File: src/rtl/cpu_ctrl_pkg.sv
// Shared encodings for the multicycle CPU control path: opcodes, FSM state
// codes and the select encodings seen by the datapath muxes and ALU.
package cpu_ctrl_pkg;

   localparam logic [5:0] OP_RTYPE = 6'b000000;
   localparam logic [5:0] OP_ADDI  = 6'b001000;
   localparam logic [5:0] OP_ORI   = 6'b001101;
   localparam logic [5:0] OP_LW    = 6'b100011;
   localparam logic [5:0] OP_SW    = 6'b101011;
   localparam logic [5:0] OP_BEQ   = 6'b000100;
   localparam logic [5:0] OP_J     = 6'b000010;
   localparam logic [5:0] OP_HALT  = 6'b111111;

   typedef enum logic [3:0] {
      S_INIT    = 4'd0,
      S_IF      = 4'd1,
      S_ID      = 4'd2,
      S_EXE_R   = 4'd3,
      S_EXE_I   = 4'd4,
      S_EXE_MEM = 4'd5,
      S_EXE_BR  = 4'd6,
      S_EXE_J   = 4'd7,
      S_MEM_RD  = 4'd8,
      S_MEM_WR  = 4'd9,
      S_WB_R    = 4'd10,
      S_WB_I    = 4'd11,
      S_WB_MEM  = 4'd12,
      S_HALT    = 4'd13
   } state_t;

   // ALU source-B mux select; codes 5..7 are never produced.
   localparam logic [2:0] SRCB_RT     = 3'd0;
   localparam logic [2:0] SRCB_FOUR   = 3'd1;
   localparam logic [2:0] SRCB_SEXT   = 3'd2;
   localparam logic [2:0] SRCB_ZEXT   = 3'd3;
   localparam logic [2:0] SRCB_BRANCH = 3'd4;

   localparam logic [1:0] ALUOP_ADD   = 2'd0;
   localparam logic [1:0] ALUOP_SUB   = 2'd1;
   localparam logic [1:0] ALUOP_FUNCT = 2'd2;
   localparam logic [1:0] ALUOP_OR    = 2'd3;

   localparam logic [1:0] PCSRC_ALU    = 2'd0;
   localparam logic [1:0] PCSRC_ALUOUT = 2'd1;
   localparam logic [1:0] PCSRC_JUMP   = 2'd2;

   function automatic logic is_known_op(input logic [5:0] op);
      case (op)
         OP_RTYPE, OP_ADDI, OP_ORI, OP_LW,
         OP_SW, OP_BEQ, OP_J, OP_HALT: return 1'b1;
         default:                      return 1'b0;
      endcase
   endfunction

endpackage

File: src/rtl/ctrl_decode.sv
// Combinational output decode for the multicycle controller: maps the current
// state (plus opcode, zero and mem_ready where they matter) to datapath controls.
import cpu_ctrl_pkg::*;

module ctrl_decode (
   input  state_t      state,
   input  logic [5:0]  opcode,
   input  logic        zero,
   input  logic        mem_ready,
   output logic        pc_write,
   output logic [1:0]  pc_src,
   output logic        ir_write,
   output logic        mem_read,
   output logic        mem_write,
   output logic        iord,
   output logic        reg_write,
   output logic        reg_dst,
   output logic        mem_to_reg,
   output logic        alu_src_a,
   output logic [2:0]  alu_src_b,
   output logic [1:0]  alu_op,
   output logic        illegal,
   output logic        halted
);

   always_comb begin
      pc_write   = 1'b0;
      pc_src     = PCSRC_ALU;
      ir_write   = 1'b0;
      mem_read   = 1'b0;
      mem_write  = 1'b0;
      iord       = 1'b0;
      reg_write  = 1'b0;
      reg_dst    = 1'b0;
      mem_to_reg = 1'b0;
      alu_src_a  = 1'b0;
      alu_src_b  = SRCB_RT;
      alu_op     = ALUOP_ADD;
      illegal    = 1'b0;
      halted     = 1'b0;

      case (state)
         S_IF: begin
            // PC+4 and the IR load only commit once memory returns the word.
            mem_read  = 1'b1;
            alu_src_b = SRCB_FOUR;
            ir_write  = mem_ready;
            pc_write  = mem_ready;
         end
         S_ID: begin
            alu_src_b = SRCB_BRANCH;
            illegal   = ~is_known_op(opcode);
         end
         S_EXE_R: begin
            alu_src_a = 1'b1;
            alu_op    = ALUOP_FUNCT;
         end
         S_EXE_I: begin
            alu_src_a = 1'b1;
            if (opcode == OP_ORI) begin
               alu_src_b = SRCB_ZEXT;
               alu_op    = ALUOP_OR;
            end else begin
               alu_src_b = SRCB_SEXT;
            end
         end
         S_EXE_MEM: begin
            alu_src_a = 1'b1;
            alu_src_b = SRCB_SEXT;
         end
         S_EXE_BR: begin
            alu_src_a = 1'b1;
            alu_op    = ALUOP_SUB;
            pc_src    = PCSRC_ALUOUT;
            pc_write  = zero;
         end
         S_EXE_J: begin
            pc_src   = PCSRC_JUMP;
            pc_write = 1'b1;
         end
         S_MEM_RD: begin
            mem_read = 1'b1;
            iord     = 1'b1;
         end
         S_MEM_WR: begin
            mem_write = 1'b1;
            iord      = 1'b1;
         end
         S_WB_R: begin
            reg_write = 1'b1;
            reg_dst   = 1'b1;
         end
         S_WB_I: begin
            reg_write = 1'b1;
         end
         S_WB_MEM: begin
            reg_write  = 1'b1;
            mem_to_reg = 1'b1;
         end
         S_HALT: begin
            halted = 1'b1;
         end
         default: ;
      endcase
   end

endmodule

File: src/rtl/multicycle_ctrl.sv
// Multicycle CPU control FSM: holds the state register and sequencing; all
// datapath controls come from ctrl_decode so they follow the state directly.
import cpu_ctrl_pkg::*;

module multicycle_ctrl (
   input  logic        clk,
   input  logic        rst_n,
   input  logic [5:0]  opcode,
   input  logic        zero,
   input  logic        mem_ready,
   output logic [3:0]  state,
   output logic        pc_write,
   output logic [1:0]  pc_src,
   output logic        ir_write,
   output logic        mem_read,
   output logic        mem_write,
   output logic        iord,
   output logic        reg_write,
   output logic        reg_dst,
   output logic        mem_to_reg,
   output logic        alu_src_a,
   output logic [2:0]  alu_src_b,
   output logic [1:0]  alu_op,
   output logic        illegal,
   output logic        halted
);

   state_t state_reg;

   always_ff @(posedge clk or negedge rst_n) begin
      if (!rst_n) begin
         state_reg <= S_INIT;
      end else begin
         case (state_reg)
            S_INIT:    state_reg <= S_IF;
            S_IF:      if (mem_ready) state_reg <= S_ID;
            S_ID: begin
               case (opcode)
                  OP_RTYPE:       state_reg <= S_EXE_R;
                  OP_ADDI, OP_ORI: state_reg <= S_EXE_I;
                  OP_LW, OP_SW:   state_reg <= S_EXE_MEM;
                  OP_BEQ:         state_reg <= S_EXE_BR;
                  OP_J:           state_reg <= S_EXE_J;
                  OP_HALT:        state_reg <= S_HALT;
                  default:        state_reg <= S_IF;  // illegal pulses in ID
               endcase
            end
            S_EXE_R:   state_reg <= S_WB_R;
            S_EXE_I:   state_reg <= S_WB_I;
            S_EXE_MEM: state_reg <= (opcode == OP_LW) ? S_MEM_RD : S_MEM_WR;
            S_EXE_BR:  state_reg <= S_IF;
            S_EXE_J:   state_reg <= S_IF;
            S_MEM_RD:  if (mem_ready) state_reg <= S_WB_MEM;
            S_MEM_WR:  if (mem_ready) state_reg <= S_IF;
            S_WB_R:    state_reg <= S_IF;
            S_WB_I:    state_reg <= S_IF;
            S_WB_MEM:  state_reg <= S_IF;
            S_HALT:    state_reg <= S_HALT;
            default:   state_reg <= S_INIT;
         endcase
      end
   end

   assign state = state_reg;

   ctrl_decode u_decode (
      .state      (state_reg),
      .opcode     (opcode),
      .zero       (zero),
      .mem_ready  (mem_ready),
      .pc_write   (pc_write),
      .pc_src     (pc_src),
      .ir_write   (ir_write),
      .mem_read   (mem_read),
      .mem_write  (mem_write),
      .iord       (iord),
      .reg_write  (reg_write),
      .reg_dst    (reg_dst),
      .mem_to_reg (mem_to_reg),
      .alu_src_a  (alu_src_a),
      .alu_src_b  (alu_src_b),
      .alu_op     (alu_op),
      .illegal    (illegal),
      .halted     (halted)
   );

endmodule

File: config.mk
export PLATFORM = sky130hd
export DESIGN_NAME = multicycle_ctrl
export DESIGN_NICKNAME = d
export VERILOG_FILES = /design/src/rtl/cpu_ctrl_pkg.sv /design/src/rtl/ctrl_decode.sv /design/src/rtl/multicycle_ctrl.sv
export SDC_FILE = /design/constraint.sdc
export NUM_CORES = 1
export LEC_CHECK = 0
export ABC_AREA = 0
export CELL_PAD_IN_SITES_DETAIL_PLACEMENT = 0
export CELL_PAD_IN_SITES_GLOBAL_PLACEMENT = 1
export CORE_MARGIN = 3
export CORE_UTILIZATION = 27
export CTS_CLUSTER_DIAMETER = 50
export DETAILED_ROUTE_END_ITERATION = 10
export GPL_ROUTABILITY_DRIVEN = 1
export GPL_TIMING_DRIVEN = 1
export MAX_ROUTING_LAYER = met4
export PLACE_DENSITY_LB_ADDON = 0.1
export SLEW_MARGIN = 30
export SYNTH_ARGS = -nofsm -noshare
export SYNTH_HDL_FRONTEND = slang
export SYNTH_SLANG_ARGS = --single-unit
File: constraint.sdc
create_clock -name clk -period 2.9 [get_ports clk]
set_input_delay 0.58 -clock clk [delete_from_list [all_inputs] [get_ports clk]]
set_output_delay 0.58 -clock clk [all_outputs]
set_load 0.1 [all_outputs]
# == After elaboration in Yosys (flattened, before gate mapping) ==
# Cells that the tools add are included.
# totals
output_inout_bits,22
ff_bits,4
input_bits,10
elab_cells,60
# classes
muxes,24
n_eq_ne,23
bitwise_logic,1
n_reduce_logical,11
# op_table
op,count
case mux 4 bit (9 select lines),1
equality test 4 bit (second input constant),6
case mux 4 bit (6 select lines),1
equality test 6 bit (second input constant),3
equality test 4 x 3 -> 1 bit (second input constant),4
two-way mux 1 bit,14
equality test 6 x 4 -> 1 bit (second input constant),2
two-way mux 4 bit,3
case mux 3 bit (4 select lines),1
equality test 4 x 2 -> 1 bit (second input constant),2
OR reduction 2 bit,4
OR reduction 8 bit,1
equality test 6 x 2 -> 1 bit (second input constant),1
equality test 6 x 3 -> 1 bit (second input constant),1
zero test 6 bit,1
inequality test 2 bit (second input constant),3
case mux 2 bit (3 select lines),1
OR reduction 6 bit,1
equality test 4 x 1 -> 1 bit (second input constant),1
zero test 4 bit,1
case mux 2 bit (2 select lines),1
OR reduction 4 bit,1
case mux 1 bit (3 select lines),1
AND reduction 3 bit,1
other kinds (3),3

# == Depth between registers and ports, before layout ==
# logic_depth
word_depth,6
mapped_depth,6
mapped_depth_nobuf,4

# == Modules after synthesis ==
# A second synthesis with hierarchy kept.
# unflattened
hier_cells,101
hier_area_um2,693.2
# modules_own_cells
mod,cells_per_inst,area_each_um2,n_inst,seq_area_each_um2
multicycle_ctrl,51,406.6,1,100.1
ctrl_decode,50,286.5,1,0.0

# == Worst setup path before layout ==
# No wires, ideal clock.
# synth_timing
path_type,register -> output
from,register state_reg[2] (netlist: state[2])
to,output illegal
arrival_time_ns,3.929
path_buffers,1
path_slack_ns,-1.609
path_stages_with_launch,4
required_ns,2.320
path_cell_list,dfrtp_1 > clkbuf_1 > nor4b_2 > o2111a_1
# synth_between
elab_chain_cells,2
# synth_lines
item,line,rtl
start: declaration,multicycle_ctrl.sv:28,state_t state_reg;
start signal: assignment,multicycle_ctrl.sv:50,S_EXE_MEM: state_reg <= (opcode == OP_LW) ? S_MEM_RD : S_MEM_WR;
equality test 4 x 2 -> 1 bit,-,
two-way mux 1 bit,ctrl_decode.sv:42,case (state)
end: declaration,multicycle_ctrl.sv:24,"output logic illegal,"
# Every way passes these cells.

# == Worst setup path after layout ==
# layout_timing
from,input opcode[1]
to,output illegal
# layout_between
elab_chain_cells,6
word_cells_on_any_way,13
classes_between,7 x eq/ne; 3 x mux; 1 x bitwise; 2 x reduce/logical
# layout_lines
item,line,rtl
start: declaration,multicycle_ctrl.sv:8,"input logic [5:0] opcode,"
"equality test 6 bit, or another cell as far along",cpu_ctrl_pkg.sv:48,case (op)
OR reduction 8 bit (*),cpu_ctrl_pkg.sv:48,
two-way mux 1 bit (*),cpu_ctrl_pkg.sv:48,
two-way mux 1 bit (*),ctrl_decode.sv:42,
inverter 1 bit (*),ctrl_decode.sv:52,illegal = ~is_known_op(opcode);
two-way mux 1 bit (*),ctrl_decode.sv:42,
# Every way passes the cells marked *; elsewhere a longest branch is shown, timed or not. The select of a mux whose other input is x is not followed.

==> impl_metrics.toml <==
[sta]
timing.setup.tns_ns = 0
max_freq_ghz = 0.362
fin_crit_ns = 2.76
tightest_slew_ns = 0.407
hold_violations = 0
setup_viol = 0
finClkSkew_ns = 0.00838
slew_viol_final = 0
finalCritPeriodShare_pct = 95.2
rsz0062_at_grt = "false"
slew_headroom_pct = 72.8
hold_ws_ns = 0.550

[floorplanning]
initial_core_util_pct = 30.2
die_w_um = 54.0
core_sq_mm = 0.00206
die_y_um = 54.0
num_rows = 16
num_io_pins = 32
die_area_sq_mm = 0.00291

[clocking]
post-cts-setup-buffers = 0
clock-sinks = 4
cts_inserted_buffers = 3
ctsHtreeMaxLevel = 1
clk_pin_slew_ns = 0.04
cts_hold_buf = 0
cts_root_buffer = "clkbuf_4"
clk_path_buf_depth = 2
clk_latency_ns = 0.23
cts_tree = "yes"

[synth]
syn_area_sq_um = 622
synth_async_sr_flop_share_pct = 100
synthCells = 97
ys_warn_count = 0
synth_edf_count = 0
yosysSeqAreaShare_pct = 16.1
ys.flop_type = "dfrtp_1"
synth_seq_cells = 4
synth.avg_cell_area_sq_um = 6.41
synth_fp_nets = 107
synthDistinctLibCells = 34

[critical_path]
critPathArrivalTime_ns = 2.18
r2r_slack_ns = 1.48
required_ns = 2.32
ff2ff_path_depth = 4
path_cells = "clkdlybuf4s50_1, buf_4, or2b_1, nor4_1, a211oi_2, o2111a_2, buf_12"
path_class = "in -> out"
cp_max_fo = 6
cp_slowest_cell = "clkdlybuf4s50_1"
crit_path_end_kind = "output port"
max_stage_delay_ns = 0.47
cp-startpoint = "opcode[1]"
rr_startpoint = "state[3]"
critPathLaunchType = "input pin"
r2r_end = "state[0]"
crit_buf_inv = 3
crit_family = "buffers and inverters"
path_depth = 7
endpoint = "illegal"

[cells_and_area]
largest_reg_flops = 4
utilization_pct = 52.9
drive_gt1_share_pct = 41.7
areaGrowthSynthToFinish_pct = 75.3
fillers = 221
diodes = 0
nets = 139
stdcell_count = 154

[route]
vias_per_cell = 5.19
postRouteAntennaNets = 0
routed_wl_um = 1990
drt_first_pass_iters = 3
drt_iter0_drc = 10
vias = 799
wl_per_cell_um = 12.9
drc_errors = 0

[global_routing]
grt_pass1_vias = 706
overflow = 0
grt_max_degree = 24
antenna_found_initial = 0
grt_pass1_wl_um = 3260
grtUsageTotal_pct = 15.5

[placement]
dp_cells = 151
hpwl_um = 1550
gp_congestion = 0.863
portBuffers = 31

[hold_path]
hold_class = "in -> async"

[outcome]
status = "complete, no violations"

[run]
maxCapViolations = 0
[synthesized netlist by cell type (3+ instances only)]
library cell	number	area share (%)
nor2_1	14	8.5
nand2_1	13	7.8
buf_2	6	4.8
nor3_1	5	4.0
a21oi_1	4	3.2
dfrtp_1	4	16
inv_1	4	2.4
nand3_1	4	3.2
nor4_1	4	4.0
clkbuf_1	3	1.8
nand2b_1	3	3.0
nor2b_1	3	3.0
o21ai_0	3	2.4
[cell usage in the layout, fill, tap and decap left out, types with 2 or more instances in the layout]
master           count
buf_4               21
nand2_1             13
clkdlybuf4s50_1      9
nor2_2               8
nor2_1               6
buf_12               6
inv_1                4
nand3_1              4
nor4_1               4
nand2b_1             3
nor2b_1              3
o21ai_0              3
clkbuf_4             3
nor3_2               2
a21oi_2              2
o21a_1               2
nor3_4               2
o211ai_1             2
o31ai_1              2
xnor2_1              2
a31oi_1              2
nor3b_1              2
a21oi_1              2
dfrtp_2              2
dfrtp_4              2
[final cells by class]
| cell class | instances | area [sq um] | share of cell area (%) |
|---|---|---|---|
| Tap cell | 27 | 33.8 | 3.10 |
| Multi-Input combinational cell | 80 | 541 | 49.6 |
| Clock buffer | 3 | 22.5 | 2.07 |
| Timing Repair Buffer | 36 | 368 | 33.8 |
| Sequential cell | 4 | 110 | 10.1 |
| Inverter | 4 | 15.0 | 1.38 |
[worst min path at each step]
stage                        start       end  slack (ns)  cells after the start
final                        rst_n  state[2]        0.55                      1
after global placement    state[3]  state[1]        0.75                      1
after floorplan              rst_n  state[0]        0.28                      0
after detailed placement  state[3]  state[1]        0.75                      1
after CTS                    rst_n  state[2]        0.55                      1
after global routing         rst_n  state[2]        0.57                      1
[logic make-up (layout without fill, tap and decap cells)]
family	Yosys count	count (layout)	share of synthesized area, %
flip-flops	4	4	16.1
AND/OR/NAND/NOR	55	55	46.1
XOR/XNOR	2	2	2.82
buffers and inverters	13	43	9.05
AO/OA/AOI/OAI	23	23	26.0
[stage by stage]
stage	instance area (sq um)	worst slack, ns
finish	1090	0.140
global route	1090	0.0311
CTS	1080	0.132
detailed placement	1060	0.132
global placement	1060	0.152
floorplan	712	-0.396
[worst reg2reg max path: stages, from the launching register on]
cell     delay (ns)
dfrtp_4        0.59
nor4_1         0.34
nand3_1        0.11
a22oi_1        0.16
a21oi_1        0.08
[what timing repair did]
item / in CTS / in global routing
endpoints found under the hold margin: 0 / 0
resized for setup: 0 / 1
endpoints found under the setup margin: 0 / 1
[per-layer routing]
layer | up-vias | track usage, % | wire, um
met5 | - | - | 0
met4 | 0 | 4.98 | 16
met3 | 2 | 1.66 | 84
met1 | 370 | 19.0 | 853
li1 | 411 | - | -
met2 | 16 | 26.4 | 1040
Power is not shown: default switching activity piles up to over one toggle a cycle in this logic, so the estimate is an artifact.
